**config.mk**
```make
export PLATFORM = sky130hd
export DESIGN_NAME = prescaled_counter
export DESIGN_NICKNAME = d
export VERILOG_FILES = /design/src/rtl/prescaled_counter.sv
export SDC_FILE = /design/constraint.sdc
export NUM_CORES = 1
export LEC_CHECK = 0
export ABC_AREA = 1
export ABC_CLOCK_PERIOD_IN_PS = 2540
export CAP_MARGIN = 20
export CORE_ASPECT_RATIO = 0.6
export CORE_MARGIN = 2
export CORE_UTILIZATION = 35
export DETAILED_ROUTE_END_ITERATION = 16
export PLACE_DENSITY_LB_ADDON = 0.1
export SYNTH_ARGS = -nofsm -noshare
export SYNTH_HDL_FRONTEND = slang
export SYNTH_SLANG_ARGS = --single-unit
```
**constraint.sdc**
```tcl
create_clock -name clk -period 2.54 [get_ports clk]
set_input_delay 0.635 -clock clk [delete_from_list [all_inputs] [get_ports clk]]
set_output_delay 0.635 -clock clk [all_outputs]
set_load 0.02 [all_outputs]
```
**src/rtl/prescaled_counter.sv**
```systemverilog
`default_nettype none
// ============================================================================
// Module   : prescaled_counter
// Purpose  : Runtime-programmable prescaler driving a bounded up/down counter
//            with wrap, one-shot and saturate end-of-range behaviour, plus
//            one-cycle tick/wrap pulses and a latched done flag.
// Revision : 1.0 - initial release
// ============================================================================
module prescaled_counter #(
  parameter int CNT_W = 32,
  parameter int PRE_W = 32
) (
  input  logic             clk,
  input  logic             rst,
  input  logic             en,
  input  logic             clr,
  input  logic             load,
  input  logic [CNT_W-1:0] load_val,
  input  logic             dir,
  input  logic [1:0]       mode,
  input  logic [PRE_W-1:0] div,
  input  logic [CNT_W-1:0] limit,
  output logic [CNT_W-1:0] out,
  output logic             tick,
  output logic             wrap,
  output logic             done
);

  // End-of-range behaviours; the unused encoding falls back to wrap.
  localparam logic [1:0] c_mode_wrap    = 2'b00;
  localparam logic [1:0] c_mode_oneshot = 2'b01;
  localparam logic [1:0] c_mode_sat     = 2'b10;

  localparam logic [PRE_W-1:0] c_pre_one = {{(PRE_W-1){1'b0}}, 1'b1};
  localparam logic [CNT_W-1:0] c_cnt_one = {{(CNT_W-1){1'b0}}, 1'b1};

  logic [PRE_W-1:0] r_p;          // prescaler phase
  logic [PRE_W-1:0] w_div_m1;     // last phase value before rollover
  logic             w_run;        // counting allowed this cycle
  logic             w_roll;       // prescaler reaches its rollover this cycle
  logic             w_term;       // counter sits at its terminal value
  logic [CNT_W-1:0] w_out_next;
  logic             w_wrap_next;
  logic             w_done_next;

  // div of 0 behaves like 1, so the rollover threshold is div-1 clamped at 0.
  assign w_div_m1 = (div == '0) ? '0 : (div - c_pre_one);

  // A latched done freezes everything until clr/load/rst.
  assign w_run  = en && !done;

  // >= rather than == so that lowering div below the current phase still
  // rolls over on the next enabled cycle instead of running through 2^PRE_W.
  assign w_roll = (r_p >= w_div_m1);

  // Up uses >= so a lowered limit or an out-of-range load is still terminal.
  assign w_term = dir ? (out == '0) : (out >= limit);

  // Counter result of a tick: step, or apply the end-of-range behaviour.
  always_comb begin
    w_out_next  = out;
    w_wrap_next = 1'b0;
    w_done_next = 1'b0;
    if (!w_term) begin
      w_out_next = dir ? (out - c_cnt_one) : (out + c_cnt_one);
    end else begin
      case (mode)
        c_mode_oneshot: begin
          w_wrap_next = 1'b1;
          w_done_next = 1'b1;
        end
        c_mode_sat: begin
          w_out_next = out;
        end
        default: begin // c_mode_wrap and the spare encoding
          w_out_next  = dir ? limit : '0;
          w_wrap_next = 1'b1;
        end
      endcase
    end
  end

  // Prescaler phase: cleared by clr/load, held while frozen, else advances.
  always_ff @(posedge clk or posedge rst) begin
    if (rst) begin
      r_p <= '0;
    end else if (clr || load) begin
      r_p <= '0;
    end else if (w_run) begin
      r_p <= w_roll ? '0 : (r_p + c_pre_one);
    end
  end

  // Count, pulses and done flag; pulses are only ever set for one tick.
  always_ff @(posedge clk or posedge rst) begin
    if (rst) begin
      out  <= '0;
      tick <= 1'b0;
      wrap <= 1'b0;
      done <= 1'b0;
    end else if (clr) begin
      out  <= '0;
      tick <= 1'b0;
      wrap <= 1'b0;
      done <= 1'b0;
    end else if (load) begin
      out  <= load_val;
      tick <= 1'b0;
      wrap <= 1'b0;
      done <= 1'b0;
    end else if (w_run && w_roll) begin
      out  <= w_out_next;
      tick <= 1'b1;
      wrap <= w_wrap_next;
      done <= w_done_next;
    end else begin
      tick <= 1'b0;
      wrap <= 1'b0;
    end
  end

endmodule
`default_nettype wire

```
# After elaboration in Yosys (flattened, before gate mapping)
# Index checks and enable logic that the tools add are counted.
op_classes:
  n_div: 0
  muxes: 25
  add_sub_neg: 4
  n_bitwise: 0
  mul: 0
  shifts: 0
  n_reduce_logical: 10
  order_cmp: 2
  n_eq_ne: 3
op_table:
  columns: ["cell", "n"]
  rows:
  - ["two-way mux 32 bit", 11]
  - ["adder 32 x 1 -> 32 bit (second input constant)", 2]
  - [">= comparator 32 bit", 2]
  - ["zero test 32 bit", 2]
  - ["subtractor 32 x 1 -> 32 bit (second input constant)", 2]
  - ["two-way mux 1 bit", 14]
  - ["inequality test 4 bit (second input constant)", 1]
  - ["nonzero test 3 bit", 1]
  - ["== test 2 x 1 -> 1 bit (second input constant)", 1]
  - ["== test 2 bit (second input constant)", 1]
  - ["logical AND 1 bit", 2]
  - ["AND reduction 2 bit", 1]
  - ["nonzero test 2 bit", 1]
  - ["OR reduction 2 bit", 1]
  - ["zero test 1 bit", 1]
  - ["logical OR 1 bit", 1]
totals:
  input_bits: 104
  mem_bits_ro: 0
  elab_cells: 49
  ff_bits: 67
  out_inout_bits: 35
  ramBits: 0
  latch_bits: 0
  n_memories: 0

# Longest topological paths before layout
# Gate-level depths: netlist of run 1.
depth:
  word_depth: 7
  depth_mapped: 28
  mapped_depth_nobuf: 27

# Least setup slack after synthesis of run 1
# Ideal clock, no wire load.
synth_timing:
  kind: "in2reg"
  startpoint: "input div[0]"
  endpoint: "register out[20]"
  required_ns: 2.474
  t_arrival_ns: 3.265
  n_path_buf: 1
  setup_ns: 0.066
  slack_ns: -0.790
  path_stages: 26
  cell_sequence: "inv_1 ha_1 inv_1 nor2_4 nand2_2 nor2_4 inv_1 nor2_2 nand2_2 nor2_4 a21oi_1 nand3b_1 ha_1 nand2_1 nor2_1 nand2_1 nor2_1 nand4_1 nand3_1 nand2_1 inv_2 nand2_2 nand2_4 buf_4 nand3_1 nand2_1"
synth_between:
  elab_chain_len: 6
  elab_cells_between_ends: 7
  classes_between: "add/sub (1); order compare (1); mux (1); reduce/logical (4)"
synth_lines:
  columns: ["item", "line", "text"]
  rows:
  - ["start, declared", "21", "input logic [PRE_W-1:0] div,"]
  - ["subtractor 32 x 1 -> 32 bit or zero test 32 bit (tied branches)", "47", "assign w_div_m1 = (div == '0) ? '0 : (div - c_pre_one);"]
  - ["two-way mux 32 bit (*)", "47", null]
  - [">= comparator 32 bit (*)", "54", "assign w_roll = (r_p >= w_div_m1);"]
  - ["logical AND 1 bit (*)", "111", "end else if (w_run && w_roll) begin"]
  - ["nonzero test 3 bit (no source line) (*)", null, null]
  - ["AND reduction 2 bit (no source line) (*)", null, null]
  - ["end signal, assigned", "107", "out <= load_val;"]
  - ["end signal, assigned", "112", "out <= w_out_next;"]
  - ["end, declared", "23", "output logic [CNT_W-1:0] out,"]
# Every way passes the cells marked *; elsewhere a longest branch is shown, timed or not.
# A chain may end at the register's enable or synchronous reset.

# Worst setup path in the final report of run 1
layout_timing:
  startpoint: "input div[24]"
  endpoint: "register out[14]"
# Same word-level chain as after synthesis.

==> results of run 1 <==
-- what timing repair did --
action	in CTS	in global routing
cloned	0	5
gates resized for setup	20	139
buffers inserted	2	13
endpoints found under the setup margin	67	67
pin swaps	6	53
-- per-stage QoR --
stage               setup TNS [ns]  area [sq um]  std cells  worst slack [ns]  util (%)
floorplan                   -42.74          9350       1554            -0.670         -
global placement            -98.70         12700       2230             -1.54      48.4
detailed placement         -102.38         12700       2230             -1.59      48.4
CTS                         -63.23         13100       2247             -1.00      49.7
global route                -68.60         13700       2265             -1.09      52.4
finish                      -55.56         13700       2265            -0.871      52.4
-- cell type report --
| cell class | instances | area [sq um] |
|---|---|---|
| clock buffer | 13 | 260 |
| clock inverter | 2 | 35.0 |
| fill | 2711 | 12500 |
| inverter | 255 | 960 |
| multi-input combinational | 1192 | 6940 |
| sequential | 67 | 1680 |
| tap | 360 | 450 |
| timing repair buffer | 376 | 3430 |
-- critical path, cell delays in order --
cell and delay [ns]:
clkdlybuf4s50_1 0.50, nor2_1 0.06, nand2_1 0.12, inv_2 0.08, nand3_2 0.10, nor2_4 0.05
buf_4 0.13, or2_2 0.27, ha_1 0.29, nand2_1 0.07, nand2_1 0.05, nand2_1 0.05
nand2_1 0.06, nand2_1 0.06, nand2_1 0.09, nand2_1 0.08, nand2_1 0.09, nand2_1 0.10
nand3_2 0.10, nand2_2 0.07, inv_2 0.05, nand2_4 0.12, nand2_8 0.10, clkbuf_16 0.19
nand3_2 0.06, nand2_1 0.05
-- state kept, by name (all words and copies together), names as in the netlist --
signal	count
done	1
tick	1
wrap	1
r_p	32
out	32
-- worst min path at each step --
stage | from | end | slack, ns | cells after the start
6_report | r_p[0] | r_p[0] | 0.56 | 1
4_1_cts | r_p[0] | r_p[0] | 0.56 | 1
2_1_floorplan | r_p[31] | r_p[31] | 0.51 | 2
5_1_grt | r_p[0] | r_p[0] | 0.59 | 1
3_5_place_dp | r_p[0] | r_p[0] | 0.55 | 1
3_3_place_gp | r_p[0] | r_p[0] | 0.54 | 1
-- metal layers --
metal	vias to the layer above	track usage, %	share of wire, %	wire length, microns
met5	-	0	0	0
met4	0	2.78	0.34	130
met3	13	5.94	9.5	3590
met1	5131	44.6	55	20800
li1	5685	-	-	-
met2	398	32.1	35	13400
-- report_power, final --
part | leakage (nW) | switching, mW | total [mW] | internal [mW]
logic | 6.38 | 1.50 | 2.69 | 1.19
clock network | 0.146 | 0.502 | 1.31 | 0.808
registers | 0.902 | 0.0925 | 1.22 | 1.13
total | 7.42 | 2.09 | 5.22 | 3.13
-- kinds of logic after synthesis --
logic type,Yosys count
buffers and inverters,295
DFF,67
adders and majority gates,100
AOI/OAI and AO/OA,138
and+or+nand+nor,903
xor gates and xnor gates,51
-- cell usage in the layout, fill, tap and decap left out, types with 16 or more instances in the layout --
master / count
nand3_2: 24
nand2_1: 433
buf_4: 217
nor2_4: 16
o22ai_2: 20
ha_1: 95
nor3_1: 17
nand3_1: 155
nor2_1: 165
o21ai_0: 17
xor2_1: 31
a21oi_1: 62
clkdlybuf4s50_1: 110
inv_1: 239
dfrtp_1: 67
nand4_1: 28
dlymetal6s2s_1: 19
xnor2_1: 20
==> impl_metrics.csv, run 1 <==
group,metric,value,unit
synth,yosys.area.top_type,"dfrtp_1",
synth,yosysWarnings,0,
clock_network,root_buffer,"clkbuf_16",
sta,whs,0.558,ns
clock_network,numCtsBuffers,9,
clock_network,clk_pin_slew,0.06,ns
synth,synth_xor_area_share,4.81,%
floorplan,die_x,214,microns
outcome,status,"complete, but fails checks",
synth,netlist_top_cells_count,"nand2_1, inv_1, nor2_1, nand3_1, ha_1",
worst_setup_path,rr_endpoint,"out[14]",
worst_setup_path,cp-start-kind,"primary input",
floorplan,start_util,35.4,%
floorplan,core-area,26200,sq um
floorplan,die-area,27900,sq um
global_route,grt_first_pass_wirelength,56.7,mm
synth,synth_simple_gate_area_share,42.7,%
synth,synth_enable_flop_cells,0,
sta,fin_crit_sh,134,%
synth,syn_inst,1554,
power,power_leakage,7.42,nW
sta,hold_viol_final,0,
final_layout,layout.nets,2105,
sta,skew,0.00963,ns
clock_network,insertion_delay,0.35,ns
detailed_routing,routed_wl,37.9,mm
job,cap_violations,0,
synth,syn_area,9280,sq um
worst_setup_path,worst-path-max-fanout,8,
synth,async_reset_ff_share,100,%
synth,synth_top_family_by_area,"simple AND/OR/NAND/NOR gates",
synth,synth_compound_area_share,8.29,%
clock_network,h-tree-depth,3,
floorplan,die_h,130,microns
detailed_routing,drt_iter0_markers,1051,
synth,synth_flop_cell,"dfrtp_1",
sta,fin_crit,3.41,ns
sta,slew_violations,0,
floorplan,num_io_pins,139,
synth,synth_seq_cells,67,
sta,maxSlewHeadroom,52.8,%
placement,dp_hpwl,30.4,mm
placement,routabilityCongestion,0.978,
global_route,grt-ovfl-total,0,
global_route,grt_pass1_vias,9730,
final_layout,antennaDiodeCount,0,
worst_setup_path,reg2reg_from,"out[30]",
synth,synthAdderAreaFrac,13.6,%
synth,synth_cell_type_count,43,
worst_setup_path,cp-endpoint,"out[14]",
power,peakVddDrop,0.000295,V
outcome,violations,"negative setup slack",
worst_setup_path,critPathRequiredTime,2.78,ns
global_route,grt_util_all_layers,26.3,%
detailed_routing,drc,0,
detailed_routing,vias,11200,
floorplan,num_rows,46,
sta,tightest_slew,0.702,ns
detailed_routing,wl_per_cell,16.7,microns
clock_network,cts.sinks,67,
synth,avgSynthCellArea,5.97,sq um
power,p_per_area,380,nW/um^2
worst_setup_path,r2r_setup_slack,-0.13,ns
sta,rsz0062_at_grt,"true",
detailed_routing,drt-vias-per-instance,4.96,
clock_network,cts_buffer_depth,2,
worst_setup_path,cp-end-kind,"register",
detailed_routing,ant_nets,0,
synth,syn_nets,1758,
clock_network,cts_tree,"done",
global_route,grt_max_degree,68,
sta,setup_violations,67,
power,total_power,5.22,mW
synth,synth_area_leaders,"dfrtp_1, nand2_1, ha_1, inv_1, nand3_1",
final_layout,areaGrowthSynthToFinish,48.2,%
min_path,hold_class,"reg2reg",
worst_setup_path,crit_arrival,3.65,ns
placement,port_buffers,138,
synth,yosys.cell_count.top_type,"nand2_1",
sta,clock.fmax,0.293,GHz
synth,yosysTopAreaCellShare,18.1,%
global_route,antenna_found_initial,0,
worst_setup_path,crit_type,"in2reg",
synth,synthMuxAreaShare,0,%
worst_setup_path,cp-startpoint,"div[24]",
detailed_routing,first_pass_iters,5,
synth,ys_seq_area_share,18.1,%
final_layout,drive_gt1_share,20.9,%
sta,worst_slack,-0.871,ns
worst_setup_path,ff2ff_path_depth,13,
clock_network,ctsHoldBuffers,0,
Power figures use the tool's default switching activity.
==> run 2, diff against run 1 <==
--- a/config.mk
+++ b/config.mk
@@ -12,6 +12,7 @@
 export CORE_MARGIN = 2
 export CORE_UTILIZATION = 35
 export DETAILED_ROUTE_END_ITERATION = 16
+export HOLD_SLACK_MARGIN = 0.05
 export PLACE_DENSITY_LB_ADDON = 0.1
 export SYNTH_ARGS = -nofsm -noshare
 export SYNTH_HDL_FRONTEND = slang
==> results of run 2 <==
The final DEF is identical to that of run 1; final timing and power are the same.
